[config.mk]
export PLATFORM = sky130hd
export DESIGN_NAME = fp_mul_sched
export DESIGN_NICKNAME = d
export VERILOG_FILES = /design/src/rtl/fpu_pkg.sv /design/src/rtl/fp_mul_resp_fifo.sv /design/src/rtl/fp_mul_sched.sv
export SDC_FILE = /design/constraint.sdc
export NUM_CORES = 1
export LEC_CHECK = 0
export CAP_MARGIN = 15
export CORE_UTILIZATION = 40
export DETAILED_ROUTE_END_ITERATION = 10
export GPL_ROUTABILITY_DRIVEN = 0
export PLACE_DENSITY = 0.78
export SYNTH_ARGS = -nofsm -noshare
export SYNTH_HDL_FRONTEND = slang
export SYNTH_SLANG_ARGS = --single-unit
[constraint.sdc]
create_clock -name clk -period 3.4 [get_ports clk]
set_input_delay 1.02 -clock clk [delete_from_list [all_inputs] [get_ports clk]]
set_output_delay 1.02 -clock clk [all_outputs]
set_load 0.01 [all_outputs]
[src/rtl/fpu_pkg.sv]
// ----------------------------------------------------------------------------
// fpu_pkg
// Shared FP32 types for the multiplier scheduler and its result FIFO.
//   fp32_t   : raw IEEE-754 single-precision bit pattern
//   rmode_e  : rounding-mode encodings understood by the fp_mul core
//   wrap_inc : circular-pointer increment helper
// ----------------------------------------------------------------------------
package fpu_pkg;

    localparam int FP_W = 32;

    typedef logic [FP_W-1:0] fp32_t;

    typedef enum logic [2:0] {
        RNE = 3'b000,
        RTZ = 3'b001,
        RDN = 3'b010,
        RUP = 3'b011,
        RMM = 3'b100
    } rmode_e;

    // Next index of a circular buffer of n entries.
    function automatic int wrap_inc(input int v, input int n);
        return (v == n - 1) ? 0 : v + 1;
    endfunction

endpackage

[src/rtl/fp_mul_resp_fifo.sv]
// ----------------------------------------------------------------------------
// fp_mul_resp_fifo
// Circular-buffer FIFO holding completed multiplier results.
// A write at cycle w is visible on rd_data at w+1. rd_data reads as zero
// while empty so the response port shows clean zeros after reset.
// Ports:
//   clk, rst  : clock, synchronous active-high reset
//   wr_en     : push wr_data (caller guarantees space, credit-protected)
//   wr_data   : payload {id, z, ovrf, udrf}
//   rd_en     : pop the head entry
//   rd_data   : head entry (zero when empty)
//   empty     : no entries stored
//   full      : DEPTH entries stored
// ----------------------------------------------------------------------------
module fp_mul_resp_fifo
    import fpu_pkg::*;
#(
    parameter int DEPTH = 4,
    parameter int W     = 36
) (
    input  logic         clk,
    input  logic         rst,
    input  logic         wr_en,
    input  logic [W-1:0] wr_data,
    input  logic         rd_en,
    output logic [W-1:0] rd_data,
    output logic         empty,
    output logic         full
);

    localparam int PTR_W = (DEPTH > 1) ? $clog2(DEPTH) : 1;
    localparam int CNT_W = $clog2(DEPTH + 1);

    logic [W-1:0]     mem_q [DEPTH];
    logic [PTR_W-1:0] wr_ptr_q, wr_ptr_d;
    logic [PTR_W-1:0] rd_ptr_q, rd_ptr_d;
    logic [CNT_W-1:0] count_q, count_d;
    logic             do_wr, do_rd;

    assign empty   = (count_q == '0);
    assign full    = (count_q == CNT_W'(DEPTH));
    assign rd_data = empty ? '0 : mem_q[rd_ptr_q];

    always_comb begin
        do_rd = rd_en && !empty;
        // A write into a full buffer is only accepted when the head leaves
        // in the same cycle (the slot being written is the one being freed).
        do_wr = wr_en && (!full || do_rd);

        wr_ptr_d = wr_ptr_q;
        rd_ptr_d = rd_ptr_q;
        count_d  = count_q;
        if (do_wr) begin
            wr_ptr_d = PTR_W'(wrap_inc(int'(wr_ptr_q), DEPTH));
        end
        if (do_rd) begin
            rd_ptr_d = PTR_W'(wrap_inc(int'(rd_ptr_q), DEPTH));
        end
        if (do_wr && !do_rd) begin
            count_d = count_q + 1'b1;
        end else if (!do_wr && do_rd) begin
            count_d = count_q - 1'b1;
        end
    end

    always_ff @(posedge clk) begin
        if (rst) begin
            wr_ptr_q <= '0;
            rd_ptr_q <= '0;
            count_q  <= '0;
        end else begin
            wr_ptr_q <= wr_ptr_d;
            rd_ptr_q <= rd_ptr_d;
            count_q  <= count_d;
        end
    end

    // Storage needs no reset: entries are only read while count says valid.
    always_ff @(posedge clk) begin
        if (do_wr) begin
            mem_q[wr_ptr_q] <= wr_data;
        end
    end

    a_no_overflow: assert property (@(posedge clk) disable iff (rst)
        !(wr_en && full && !rd_en));
    a_no_underflow: assert property (@(posedge clk) disable iff (rst)
        !(rd_en && empty));

endmodule

[src/rtl/fp_mul_sched.sv]
// ----------------------------------------------------------------------------
// fp_mul_sched
// Shares one fixed-latency pipelined FP32 multiplier core among N_REQ
// requesters. A round-robin arbiter grants one request per cycle while
// credits remain, the issue register drives the core, a LAT-deep tag pipe
// carries the requester id alongside the core pipeline, and completed
// results land in a credit-protected FIFO feeding a single response port.
// Ports:
//   clk, rst                      : clock, synchronous active-high reset
//   req_valid/req_ready           : per-requester handshake (ready one-hot)
//   req_x, req_y, req_rmode       : packed per-requester operands / rmode
//   core_valid/x/y/rmode          : registered issue to the core
//   core_z, core_ovrf, core_udrf  : core result, LAT cycles after issue
//   resp_valid/ready              : response handshake (FIFO head)
//   resp_id, resp_z, resp_ovrf/udrf : head result and originating requester
// ----------------------------------------------------------------------------
module fp_mul_sched
    import fpu_pkg::*;
#(
    parameter int N_REQ  = 4,
    parameter int LAT    = 3,
    parameter int FIFO_D = 4,
    parameter int ID_W   = $clog2(N_REQ)
) (
    input  logic                  clk,
    input  logic                  rst,
    input  logic [N_REQ-1:0]      req_valid,
    output logic [N_REQ-1:0]      req_ready,
    input  logic [N_REQ*FP_W-1:0] req_x,
    input  logic [N_REQ*FP_W-1:0] req_y,
    input  logic [N_REQ*3-1:0]    req_rmode,
    output logic                  core_valid,
    output logic [FP_W-1:0]       core_x,
    output logic [FP_W-1:0]       core_y,
    output logic [2:0]            core_rmode,
    input  logic [FP_W-1:0]       core_z,
    input  logic                  core_ovrf,
    input  logic                  core_udrf,
    output logic                  resp_valid,
    input  logic                  resp_ready,
    output logic [ID_W-1:0]       resp_id,
    output logic [FP_W-1:0]       resp_z,
    output logic                  resp_ovrf,
    output logic                  resp_udrf
);

    localparam int CNT_W = $clog2(FIFO_D + 1);
    localparam int PL_W  = ID_W + FP_W + 2;

    // Unpacked per-requester views of the flat operand buses.
    fp32_t      req_x_arr  [N_REQ];
    fp32_t      req_y_arr  [N_REQ];
    logic [2:0] req_rm_arr [N_REQ];

    for (genvar gi = 0; gi < N_REQ; gi++) begin : g_req
        assign req_x_arr[gi]  = req_x[gi*FP_W +: FP_W];
        assign req_y_arr[gi]  = req_y[gi*FP_W +: FP_W];
        assign req_rm_arr[gi] = req_rmode[gi*3 +: 3];
    end

    logic [CNT_W-1:0] cnt_q, cnt_d;
    logic [ID_W-1:0]  rr_ptr_q, rr_ptr_d;
    logic [ID_W-1:0]  grant_id;
    logic             grant_any;
    logic             can_issue;
    logic             pop;

    logic             core_valid_q, core_valid_d;
    fp32_t            core_x_q, core_x_d;
    fp32_t            core_y_q, core_y_d;
    logic [2:0]       core_rmode_q, core_rmode_d;
    logic [ID_W-1:0]  core_id_q, core_id_d;

    logic             tag_v_q  [LAT];
    logic             tag_v_d  [LAT];
    logic [ID_W-1:0]  tag_id_q [LAT];
    logic [ID_W-1:0]  tag_id_d [LAT];

    logic             fifo_empty, fifo_full;
    logic [PL_W-1:0]  fifo_wr_data, fifo_rd_data;

    // cnt counts every op between grant and pop, so it bounds FIFO usage.
    assign can_issue = (cnt_q < CNT_W'(FIFO_D));
    assign pop       = resp_valid && resp_ready;

    // Round-robin search starting just after the last granted index.
    always_comb begin
        int idx;
        idx       = 0;
        grant_any = 1'b0;
        grant_id  = '0;
        req_ready = '0;
        if (can_issue) begin
            for (int k = 1; k <= N_REQ; k++) begin
                idx = (int'(rr_ptr_q) + k) % N_REQ;
                if (!grant_any && req_valid[idx]) begin
                    grant_any = 1'b1;
                    grant_id  = ID_W'(idx);
                end
            end
        end
        if (grant_any) begin
            req_ready[grant_id] = 1'b1;
        end
    end

    always_comb begin
        rr_ptr_d = grant_any ? grant_id : rr_ptr_q;

        cnt_d = cnt_q;
        if (grant_any && !pop) begin
            cnt_d = cnt_q + 1'b1;
        end else if (!grant_any && pop) begin
            cnt_d = cnt_q - 1'b1;
        end

        // Operand registers hold their last value when idle.
        core_valid_d = grant_any;
        core_x_d     = core_x_q;
        core_y_d     = core_y_q;
        core_rmode_d = core_rmode_q;
        core_id_d    = core_id_q;
        if (grant_any) begin
            core_x_d     = req_x_arr[grant_id];
            core_y_d     = req_y_arr[grant_id];
            core_rmode_d = req_rm_arr[grant_id];
            core_id_d    = grant_id;
        end

        // Tag pipe stage i lines up with core pipeline stage i, so the last
        // stage is valid exactly when core_z carries that op's product.
        tag_v_d[0]  = core_valid_q;
        tag_id_d[0] = core_id_q;
        for (int i = 1; i < LAT; i++) begin
            tag_v_d[i]  = tag_v_q[i-1];
            tag_id_d[i] = tag_id_q[i-1];
        end
    end

    always_ff @(posedge clk) begin
        if (rst) begin
            cnt_q        <= '0;
            rr_ptr_q     <= ID_W'(N_REQ - 1);
            core_valid_q <= 1'b0;
            core_x_q     <= '0;
            core_y_q     <= '0;
            core_rmode_q <= '0;
            core_id_q    <= '0;
            for (int i = 0; i < LAT; i++) begin
                tag_v_q[i]  <= 1'b0;
                tag_id_q[i] <= '0;
            end
        end else begin
            cnt_q        <= cnt_d;
            rr_ptr_q     <= rr_ptr_d;
            core_valid_q <= core_valid_d;
            core_x_q     <= core_x_d;
            core_y_q     <= core_y_d;
            core_rmode_q <= core_rmode_d;
            core_id_q    <= core_id_d;
            for (int i = 0; i < LAT; i++) begin
                tag_v_q[i]  <= tag_v_d[i];
                tag_id_q[i] <= tag_id_d[i];
            end
        end
    end

    assign core_valid = core_valid_q;
    assign core_x     = core_x_q;
    assign core_y     = core_y_q;
    assign core_rmode = core_rmode_q;

    assign fifo_wr_data = {tag_id_q[LAT-1], core_z, core_ovrf, core_udrf};

    fp_mul_resp_fifo #(
        .DEPTH (FIFO_D),
        .W     (PL_W)
    ) u_fifo (
        .clk     (clk),
        .rst     (rst),
        .wr_en   (tag_v_q[LAT-1]),
        .wr_data (fifo_wr_data),
        .rd_en   (pop),
        .rd_data (fifo_rd_data),
        .empty   (fifo_empty),
        .full    (fifo_full)
    );

    assign resp_valid = !fifo_empty;
    assign {resp_id, resp_z, resp_ovrf, resp_udrf} = fifo_rd_data;

    a_grant_onehot: assert property (@(posedge clk) disable iff (rst)
        $onehot0(req_ready));
    a_credit_bound: assert property (@(posedge clk) disable iff (rst)
        cnt_q <= CNT_W'(FIFO_D));
    a_fifo_space: assert property (@(posedge clk) disable iff (rst)
        !(tag_v_q[LAT-1] && fifo_full && !pop));
    a_resp_stable: assert property (@(posedge clk) disable iff (rst)
        (resp_valid && !resp_ready) |=>
            (resp_valid && $stable({resp_id, resp_z, resp_ovrf, resp_udrf})));

endmodule
==> reports/qor.yml <==
run_status: "completed"
setup_crit_start: "req_valid[1]"
worst-slew-pin-transition_ns: 0.915
postSynthCellCount: 1104
fin_skew_ns: 0.0121
grt_start_max_net_pins: 84
groute.usage.overall_pct: 24.7
vias: 10726
crit_path_cell_trace: "clkdlybuf4s15_2, or3b_4, o311ai_4, buf_4, nor2_1, and3_1, buf_2"
timing.rr.start: "rr_ptr_q[1]"
power.static_leakage_uw: 0.00709
synthesis.area_um2: 12400
post_layout_nonfiller_instances: 1912
setup_viol: 0
post_synth_arst_share_pct: 0
rows: 64
grt_pass1_wl_um: 60300
final_critical_path_setup_slack_ns: 0.0401
fin_util_pct: 59.4
antenna_left: 0
worst_ep_arrival_time_ns: 2.34
worst_hold_path_type: "reg -> reg"
postSynthRegisterBits: 237
vdd.ir_drop.worst_v: 0.000385
critPathTopFamily: "simple AND/OR/NAND/NOR gates"
slew-limit-headroom_pct: 39.0
wire_per_inst_um: 21.1
grt_antenna_before_repair: 4
powerDensity_nw_per_um2: 647
placed_wire_length_estimate_um: 27200
clock_tree.root_cell: "sky130_fd_sc_hd__clkbuf_16"
synth.avg_cell_area_um2: 11.2
portBuffers: 417
clkSinkCount: 237
initial_utilization_pct: 40.6
timing.hold.worst_endpoint: "tag_id_q[0][5]"
post-synth-top-count-cell: "sky130_fd_sc_hd__nor2_1"
netlist_top_cells_count: "148 x sky130_fd_sc_hd__nor2_1, 144 x sky130_fd_sc_hd__edfxtp_1, 93 x sky130_fd_sc_hd__dfxtp_1, 75 x sky130_fd_sc_hd__inv_1, 72 x sky130_fd_sc_hd__mux2i_1"
violation_count_after_the_first_detailed_route_iteration: 839
worstSetupEndpointType: "output port"
totalWireLength_um: 40300
hold_start: "tag_id_q[0][3]"
viasPerCell: 5.61
finalMaxSlewViolations: 0
layout_worst_path_cycle_share_pct: 98.8
post_synth_edffs: 144
reg2reg_setup_slack_ns: 0.34
die_h_um: 178
min_path_cells: 1
clk_pin_slew_ns: 0.06
critPathBufInv: 3
placedCellCount: 1848
num-nets-final: 1810
drt_pass1_iterations: 6
die-width_um: 178
synthToLayoutAreaGrowth_pct: 46.5
cts-buffers-inserted: 25
worstPathRequired_ns: 2.38
worst_path_largest_cell_delay_ns: 0.41
post-synth-top-area-cell: "sky130_fd_sc_hd__edfxtp_1"
cp_max_fo: 5
synth.lib_cells_used.distinct: 41
setup.worst_path.class: "in -> out"
bufs_on_longest_clock_path: 3
ff2ff_path_depth: 15
grt_residual_overflow: 0
unrepaired_setup_endpoints_after_global_routing: "yes"
final_design_area_no_fill_um2: 18200
ioPinCount: 418
largest_cells_by_area_after_synthesis: "sky130_fd_sc_hd__edfxtp_1 35%, sky130_fd_sc_hd__dfxtp_1 15%, sky130_fd_sc_hd__mux4_2 6.5%"
whs_ns: 0.435
synth_warnings: 0
core_um2: 30600
post-route-min-period_ns: 3.36
drc: 0
ctsHtreeMaxLevel: 1
yosysSeqAreaShare_pct: 49.9
place_worst_setup_slack_ns: -0.591
die_area_um2: 31700
fmax_mhz: 298
yosys.area.top_type_share_pct: 34.9
placed_instance_area_um2: 17000
startpoint_type: "primary input"
worst_r2r_endpoint: "core_y[25]"
synthesis.nets: 1422
clock_insertion_delay_worst_skew_ns: 0.54
cts_hold_buffers: 0
postSynth.topFlopCell: "sky130_fd_sc_hd__edfxtp_1"
cts_tree: "built"
final-hold-violation-count: 0
final_layout_size_suffix_gt1_share_pct: 18.6
max-cap-violations: 0
crit_path_top_delay_cell: "sky130_fd_sc_hd__or3b_4"
first_global_vias: 10951
## layout make-up
| class | count | area (um^2) |
|---|---|---|
| Tap cell | 396 | 495 |
| Clock inverter | 18 | 279 |
| Antenna cell | 5 | 12.5 |
| Timing Repair Buffer | 465 | 4660 |
| Inverter | 77 | 289 |
| Fill cell | 2443 | 12400 |
| Sequential cell | 237 | 6190 |
| Clock buffer | 28 | 667 |
| Multi-Input combinational cell | 686 | 5570 |
## how the worst max path moves through the flow
stage	end	slack, ns	cells after the start
global route	resp_z[18]	-0.02	4
global placement	req_ready[1]	-0.55	6
CTS	req_ready[0]	-0.006	8
floorplan	req_ready[1]	0.13	7
finish	req_ready[3]	0.04	7
detailed placement	req_ready[2]	-0.59	6
## per-layer routing
metal / wire [um] / vias to the layer above / share of wire [%] / track usage (%)
met5: 0 / - / 0 / 0
met3: 3020 / 102 / 7.5 / 6.07
li1: - / 4941 / - / -
met2: 20500 / 449 / 51 / 44.4
met4: 1720 / 0 / 4.3 / 9.69
met1: 15000 / 5234 / 37 / 27.9
## what timing repair did
action	CTS	global route
setup endpoints to repair	17	59
resized for setup	28	56
pin swaps	4	6
gates cloned	0	0
setup buffers	12	2
## placed cells by master, fill, tap and decap left out, drive strengths merged
cell / count
mux2: 1
nand2b: 1
mux2i: 72
dlymetal6s2s: 20
o311ai: 67
o221a: 66
diode: 5
or2: 69
dfxtp: 93
o32ai: 1
o41a: 1
clkbuf: 32
mux4: 36
a221oi: 1
clkdlybuf4s15: 2
nor3: 5
buf: 50
nor2b: 11
nor2: 148
clkinv: 7
a211oi: 1
clkdlybuf4s50: 389
o211ai: 1
fa: 2
clkinvlp: 2
o21bai: 66
or3: 3
nor4: 1
o21ai: 4
a21oi: 5
xor2: 4
and3: 2
ha: 7
edfxtp: 144
bufinv: 6
nand2: 3
or3b: 1
and2: 41
inv: 80
a31oi: 66
## logic make-up (layout without fill, tap and decap cells)
logic type      Yosys count  in the layout  share of synthesized area, %
other cells               0              5                             0
xor+xnor                  4              4                         0.282
buf+inv                 181            588                          6.18
mux                     109            109                          12.4
fa+ha+maj                 9              9                          1.03
compound gates          279            279                          18.8
simple gates            285            285                          11.4
flops                   237            237                          49.9
## where the power goes
part / internal, uW / switching, uW
clock: 1890 / 1210
combinational: 2610 / 2430
sequential: 3390 / 225
total: 7900 / 3860
## state kept, by name (all words and copies together) (netlist names), 3 cells and up, named ones only
name and flops:
tag_id_q 6, core_x 32, u_fifo.mem_q 144, u_fifo.count_q 3, core_rmode 3, tag_v_q 3
cnt_q 3, core_y 32
## through the flow
stage	power [uW]	TNS, ns
finish	11800	0
global route	12400	-0.0692
CTS	11900	-0.00625
detailed placement	8650	-7.73
global placement	8560	-6.35
floorplan	6400	0
Power figures use the tool's default switching activity.
